==> src/rtl/pingpong_feeder.sv <==
// Two-entry ping-pong buffer feeding a 2:1 selector (route_0/route_1/sel).
// Optional simulation trace of writes, reads and stalls: define PINGPONG_FEEDER_DEBUG_EN.
module pingpong_feeder #(
  parameter int unsigned BITWIDTH = 8
) (
  input  logic                clk,
  input  logic                rst_n,
  input  logic                in_valid,
  input  logic [BITWIDTH-1:0] in_data,
  output logic                in_ready,
  output logic [BITWIDTH-1:0] route_0,
  output logic [BITWIDTH-1:0] route_1,
  output logic                sel,
  output logic                out_valid,
  input  logic                out_ready,
  output logic [1:0]          level
);

  typedef enum logic [1:0] {
    EMPTY = 2'd0,
    HALF  = 2'd1,
    FULL  = 2'd2
  } state_t;

  state_t              state;
  state_t              state_nxt;
  logic [BITWIDTH-1:0] bank0;
  logic [BITWIDTH-1:0] bank1;
  logic                full0;
  logic                full1;
  logic                wr_ptr;
  logic                wr_acc;
  logic                rd_acc;

  // Handshake status depends only on registered flags, never on in_valid/out_ready.
  assign in_ready  = wr_ptr ? !full1 : !full0;
  assign out_valid = sel ? full1 : full0;
  assign wr_acc    = in_valid && in_ready;
  assign rd_acc    = out_valid && out_ready;

  assign route_0 = bank0;
  assign route_1 = bank1;
  assign level   = state;

  // Bank storage, full flags and pointers; a read never clears bank data.
  always_ff @(posedge clk or negedge rst_n) begin
    if (!rst_n) begin
      bank0  <= '0;
      bank1  <= '0;
      full0  <= 1'b0;
      full1  <= 1'b0;
      wr_ptr <= 1'b0;
      sel    <= 1'b0;
    end else begin
      if (wr_acc) begin
        if (wr_ptr) begin
          bank1 <= in_data;
          full1 <= 1'b1;
        end else begin
          bank0 <= in_data;
          full0 <= 1'b1;
        end
        wr_ptr <= !wr_ptr;
      end
      // Simultaneous write and read always target opposite banks.
      if (rd_acc) begin
        if (sel) full1 <= 1'b0;
        else     full0 <= 1'b0;
        sel <= !sel;
      end
    end
  end

  always_ff @(posedge clk or negedge rst_n) begin
    if (!rst_n) state <= EMPTY;
    else        state <= state_nxt;
  end

  // Occupancy state tracks full0 + full1.
  always_comb begin
    state_nxt = state;
    case (state)
      EMPTY: if (wr_acc) state_nxt = HALF;
      HALF: begin
        if (wr_acc && !rd_acc)      state_nxt = FULL;
        else if (rd_acc && !wr_acc) state_nxt = EMPTY;
      end
      FULL:    if (rd_acc) state_nxt = HALF;
      default: state_nxt = EMPTY;
    endcase
  end

`ifdef PINGPONG_FEEDER_DEBUG_EN
  logic stall_seen;

  always @(posedge clk or negedge rst_n) begin
    if (!rst_n) begin
      stall_seen <= 1'b0;
    end else begin
      if (wr_acc) $display("W bank:%b data:%b level:%d", wr_ptr, in_data, level);
      if (rd_acc) $display("R bank:%b data:%b level:%d", sel, sel ? bank1 : bank0, level);
      if (in_valid && state == FULL) begin
        if (!stall_seen) $display("STALL");
        stall_seen <= 1'b1;
      end else begin
        stall_seen <= 1'b0;
      end
    end
  end
`endif

endmodule

==> config.mk <==
export PLATFORM = sky130hd
export DESIGN_NAME = pingpong_feeder
export DESIGN_NICKNAME = d
export VERILOG_FILES = /design/src/rtl/pingpong_feeder.sv
export SDC_FILE = /design/constraint.sdc
export NUM_CORES = 1
export LEC_CHECK = 0
export CAP_MARGIN = 0
export CORE_AREA = 2 2 51 53
export CTS_BUF_LIST = sky130_fd_sc_hd__clkbuf_8
export DETAILED_ROUTE_END_ITERATION = 10
export DIE_AREA = 0 0 53 55
export PLACE_DENSITY = 0.75
export SLEW_MARGIN = 40
export SYNTH_ARGS = -nofsm -noshare
export SYNTH_HDL_FRONTEND = slang
export SYNTH_SLANG_ARGS = --single-unit
==> constraint.sdc <==
create_clock -name clk -period 2 [get_ports clk]
set_input_delay 0.2 -clock clk [delete_from_list [all_inputs] [get_ports clk]]
set_output_delay 0.2 -clock clk [all_outputs]
set_load 0.02 [all_outputs]
==> results.cfg, run 1 <==
[drt]
dr.pass1.iters = 2
routed-via-count = 596
viasPerCell = 4.69
drc_errors = 0
wirelength_mm = 1.71
antenna_left = 0
initialDrtViolationCount = 1
wire_per_inst_um = 13.5

[clocking]
cts_setup_buffers = 0
cts_tree = yes
htree_levels = 1
post_cts_resized = 0
cts_buffers = 3
clk_pin_slew_ns = 0.08
postCtsHoldBufs = 0
clockRootBuffer = clkbuf_8
clockBufferDepth = 2
worstSkewPairLatency_ns = 0.26
cts.sinks = 22

[worst_setup_path]
worstPathArrival_ns = 1.59
crit_fanout = 6
timing.rr.start = wr_ptr$_DFFE_PN0N_
crit_family = buffers and inverters
worstReg2RegEnd = route_0[1]$_DFFE_PN0P_
cp-end-kind = output pin
max_stage_delay_ns = 0.54
r2r_setup_slack_ns = 0.54
cp.buffers_inverters = 1
start_kind = register
reg2regPathDepth = 3
worstSetupPathType = reg2out
slowest_stage = clkdlybuf4s50_1
critPathRequiredTime_ns = 1.80
path_cells = mux2_4 -> clkdlybuf4s50_1

[floorplanning]
die_w_um = 53
coreArea_um2 = 2360
dieArea_um2 = 2920
initial_core_util_pct = 37.7
rows = 18
boundaryPins = 33
die_h_um = 55

[pwr]
vdd.ir_drop.worst_uv = 982
p_leak_nw = 0.568
p_total_mw = 2.52
p_per_area_nw_per_um2 = 1890

[global_route]
grt.total_usage_pct = 13.8
antenna_found_initial = 0
grt_max_degree = 23
grt_pass1_wl_mm = 2.82
globalRouteOverflowTotal = 0
first_global_vias = 602

[placement]
dpl.hpwl_mm = 1.30
gp_congestion = 0.665
port_buffers = 32
pre_cts_slack_ns = 0.283
postPlaceCellArea_um2 = 1260

[layout]
drive_above_1_share_pct = 26.8
fill_cells = 196
stdcell_area_um2 = 1330
multi_input_area_um2 = 333
syn_to_final_growth_pct = 49.2
register_area_um2 = 551
fin_nets = 110
num_antenna_cells = 0

[sta]
fin_skew_ns = 0.00127
slew_viol_final = 0
setup_ws_ns = 0.215
final_hold_viol_count = 0
worst_pin_slew_ns = 0.461
slew_headroom_pct = 69.3
final.setup.tns_ns = 0
setup_viol = 0
post-route-period-util_pct = 89.3
min_period_ns = 1.79
rsz0062_at_grt = no
max_freq_mhz = 560

[yosys]
synth.distinct_cells = 21
postSynthAreaPerCell_um2 = 14.9
netlist_area_um2 = 892
yosys_warnings = 0
synth_compound_area_share_pct = 8.70
syn_nets = 72
synth_xor_xnor_area_share_pct = 0.982
ys_ff_latch = 22
syn_inst = 60
yosys.area_share.simple_pct = 4.63
yosysSeqAreaShare_pct = 61.7
synth_top_family_by_area = multiplexers
synthAdderAreaFrac_pct = 0
synthMuxAreaShare_pct = 23.0

[hold_path]
hp-class = in2async

[flow_run]
max_cap_violations = 0

[outcome]
run_status = complete, no violations
-- kinds of logic after synthesis --
family	after synthesis
xor+xnor	1
mux	18
buf+inv	2
compound gates	11
simple gates	6
flops	22
-- registers in the layout, indices dropped and copies added, names as in the netlist --
register and count:
wr_ptr 1, route_1 8, sel 1, level 2, full1 1, full0 1, route_0 8
-- placed cells by master, fill, tap and decap left out, drive strengths merged, types with 2 or more instances in the layout --
cell           instances
dfrtp                 22
a21oi                  3
buf                    2
nor2                   2
clkdlybuf4s50         32
nand2b                 2
clkbuf                 3
a31oi                  2
mux2                  17
o21ai                  3
-- power by group --
part | internal (mW) | leakage, nW | switching [mW]
registers | 0.675 | 0.261 | 0.172
clock network | 0.267 | 0.0357 | 0.137
logic | 0.694 | 0.271 | 0.576
-- cell usage after synthesis (all sizes together) --
library cell | n | area [um^2]
a21o | 1 | 7.51
a21oi | 3 | 26.3
a31oi | 2 | 12.5
buf | 1 | 5.00
dfrtp | 22 | 551
inv | 1 | 3.75
mux2 | 17 | 195
mux2i | 1 | 10.0
nand2 | 1 | 3.75
nand2b | 2 | 20.0
nand3b | 1 | 7.51
nor2 | 2 | 10.0
o211a | 1 | 10.0
o21ai | 3 | 15.0
o22ai | 1 | 6.26
xnor2 | 1 | 8.76
-- worst max path at each step --
stage | depth (start not counted) | from | to | slack, ns
6_report | 2 | sel$_DFFE_PN0P_ | out_valid | 0.21
5_1_grt | 2 | sel$_DFFE_PN0P_ | out_valid | 0.15
4_1_cts | 2 | sel$_DFFE_PN0P_ | out_valid | 0.20
3_5_place_dp | 4 | in_valid | route_0[3]$_DFFE_PN0P_ | 0.28
3_3_place_gp | 4 | in_valid | route_0[7]$_DFFE_PN0P_ | 0.31
2_1_floorplan | 4 | sel$_DFFE_PN0P_ | level[0]$_DFFE_PN0P_ | 0.61
-- area by class of cell --
| type | count | share of cell area [%] |
|---|---|---|
| flip-flops and latches | 22 | 41.4 |
| repair buffers | 34 | 25.2 |
| multi-input cells | 36 | 25.0 |
| clock buffers | 3 | 3.10 |
| well taps | 30 | 2.82 |
| clock inverters | 1 | 2.26 |
| inverters | 1 | 0.282 |
-- through the flow --
stage / hold slack (ns) / util [%] / std cells
after CTS: 0.278 / 56.3 / 127
after floorplan: -0.0956 / - / 60
after global routing: 0.315 / 56.3 / 127
after detailed placement: 0.496 / 53.3 / 123
after global placement: 0.489 / 53.3 / 123
final: 0.279 / 56.3 / 127
-- metal layers --
metal / up-vias / track usage (%) / share of wire, %
li1: 290 / - / -
met2: 24 / 20.6 / 47
met4: 0 / 5.13 / 1.3
met5: - / 0 / 0
met3: 2 / 5.11 / 8.6
met1: 280 / 18.4 / 43
Power figures use the tool's default switching activity.
==> inputs of run 2 (changes only) <==
- CAP_MARGIN: 0 -> default
- CTS_CLUSTER_DIAMETER: default -> 150
==> results of run 2 <==
No change in the layout: final DEF, timing and power equal those of run 1.
==> inputs of run 3 (changes only) <==
- REMOVE_ABC_BUFFERS: default -> 1
==> results.cfg, run 3 (synthesis gave the netlist of run 1 again) <==
[outcome]
run_status = complete, no violations

[pwr]
switchingPower_uw = 862
p_int_mw = 1.50
pwr-share-clk_pct = 10.8
p_leak_nw = 0.554
p_comb_share_pct = 53.4
vdd.ir_drop.worst_uv = 1140
p_per_area_nw_per_um2 = 1820
p_total_mw = 2.37
power.share.switching_pct = 36.5
seq_power_share_pct = 35.9

[floorplanning]
initial_core_util_pct = 37.7
rows = 18
die_w_um = 53
coreArea_um2 = 2360
boundaryPins = 33
die_h_um = 55
dieArea_um2 = 2920

[drt]
viasPerCell = 4.73
routed-via-count = 596
dr.pass1.iters = 5
wirelength_mm = 1.71
antenna_left = 0
wire_per_inst_um = 13.6
drc_errors = 0
initialDrtViolationCount = 7

[sta]
min_period_ns = 1.76
slew_headroom_pct = 69.3
final.setup.tns_ns = 0
worst_pin_slew_ns = 0.460
post-route-period-util_pct = 87.9
fin_skew_ns = 0.00310
slew_viol_final = 0
final_hold_viol_count = 0
max_freq_mhz = 569
setup_ws_ns = 0.242
setup_viol = 0
rsz0062_at_grt = no

[worst_setup_path]
worstPathArrival_ns = 1.56
critPathRequiredTime_ns = 1.80
worstSetupStartpoint = sel$_DFFE_PN0P_
crit_fanout = 6
start_kind = register
worstSetupPathType = reg2out
cp-end-kind = output pin
timing.rr.start = wr_ptr$_DFFE_PN0N_

[global_route]
first_global_vias = 637
grt.total_usage_pct = 13.0
antenna_found_initial = 0
globalRouteOverflowTotal = 0
grt_max_degree = 23
grt_pass1_wl_mm = 2.73

[clocking]
postCtsHoldBufs = 0
htree_levels = 1
clk_pin_slew_ns = 0.07
clockRootBuffer = clkbuf_8
clockBufferDepth = 2
worstSkewPairLatency_ns = 0.25
cts_buffers = 3
post_cts_resized = 0
cts_tree = yes
cts.sinks = 22
cts_setup_buffers = 0

[placement]
gp_congestion = 0.653
port_buffers = 32
postPlaceCellArea_um2 = 1260
dpl.hpwl_mm = 1.26
dp_cells = 123
pre_cts_slack_ns = 0.278

[layout]
stdcell_area_um2 = 1300
final_cell_mix = clkdlybuf4s50_1 (32), dfrtp_1 (22), mux2_2 (16)
syn_to_final_growth_pct = 45.9
num_antenna_cells = 0
fin_nets = 110
register_area_um2 = 551
stdcell_count = 126
fill_cells = 200
drive_above_1_share_pct = 26.0
multi_input_area_um2 = 333
final_common_cell = clkdlybuf4s50_1

[hold_path]
hp-class = in2async

[flow_run]
max_cap_violations = 0
==> run 3: metrics by stage <==
step | util, % | hold slack (ns)
finish | 55.0 | 0.287
global route | 55.0 | 0.315
CTS | 55.0 | 0.293
detailed placement | 53.3 | 0.495
global placement | 53.3 | 0.487
floorplan | - | -0.0956
==> run 3: area by class of cell <==
cell class,count,share of cell area (%)
sequential,22,42.3
timing repair buffer,34,25.8
tap,30,2.88
clock buffer,3,3.17
multi-input combinational,36,25.6
inverter,1,0.288
==> run 3: path summary, 6_finish.rpt <==
kind,end,slack [ns],cells after the start
max,out_valid,0.24,2
min,route_1[2]$_DFFE_PN0P_,0.29,2
max reg2reg,route_0[4]$_DFFE_PN0P_,0.52,3
min reg2reg,route_1[2]$_DFFE_PN0P_,0.51,1
max in group asynchronous,route_1[5]$_DFFE_PN0P_,1.49,2
min in group clk,route_1[2]$_DFFE_PN0P_,0.51,1
==> run 3: critical path, cell delays in order (launching register included) <==
cell             delay [ns]
dfrtp_1                0.43
mux2_4                 0.34
clkdlybuf4s50_1        0.54
==> run 3: per-layer routing <==
metal	wire length [um]	vias up	GRT usage, %
li1	-	291	-
met1	751	281	15.1
met2	799	24	21.9
met3	159	0	4.30
met4	0	0	6.41
met5	0	-	0
==> run 3: power by group through the flow <==
stage | clock network [mW] | logic, mW | registers, mW
after floorplan | 0 | 0.465 | 1.08
after global placement | 0 | 1.26 | 0.838
after detailed placement | 0 | 1.28 | 0.851
after CTS | 0.265 | 1.28 | 0.850
after global routing | 0.280 | 1.36 | 0.886
final | 0.254 | 1.26 | 0.848
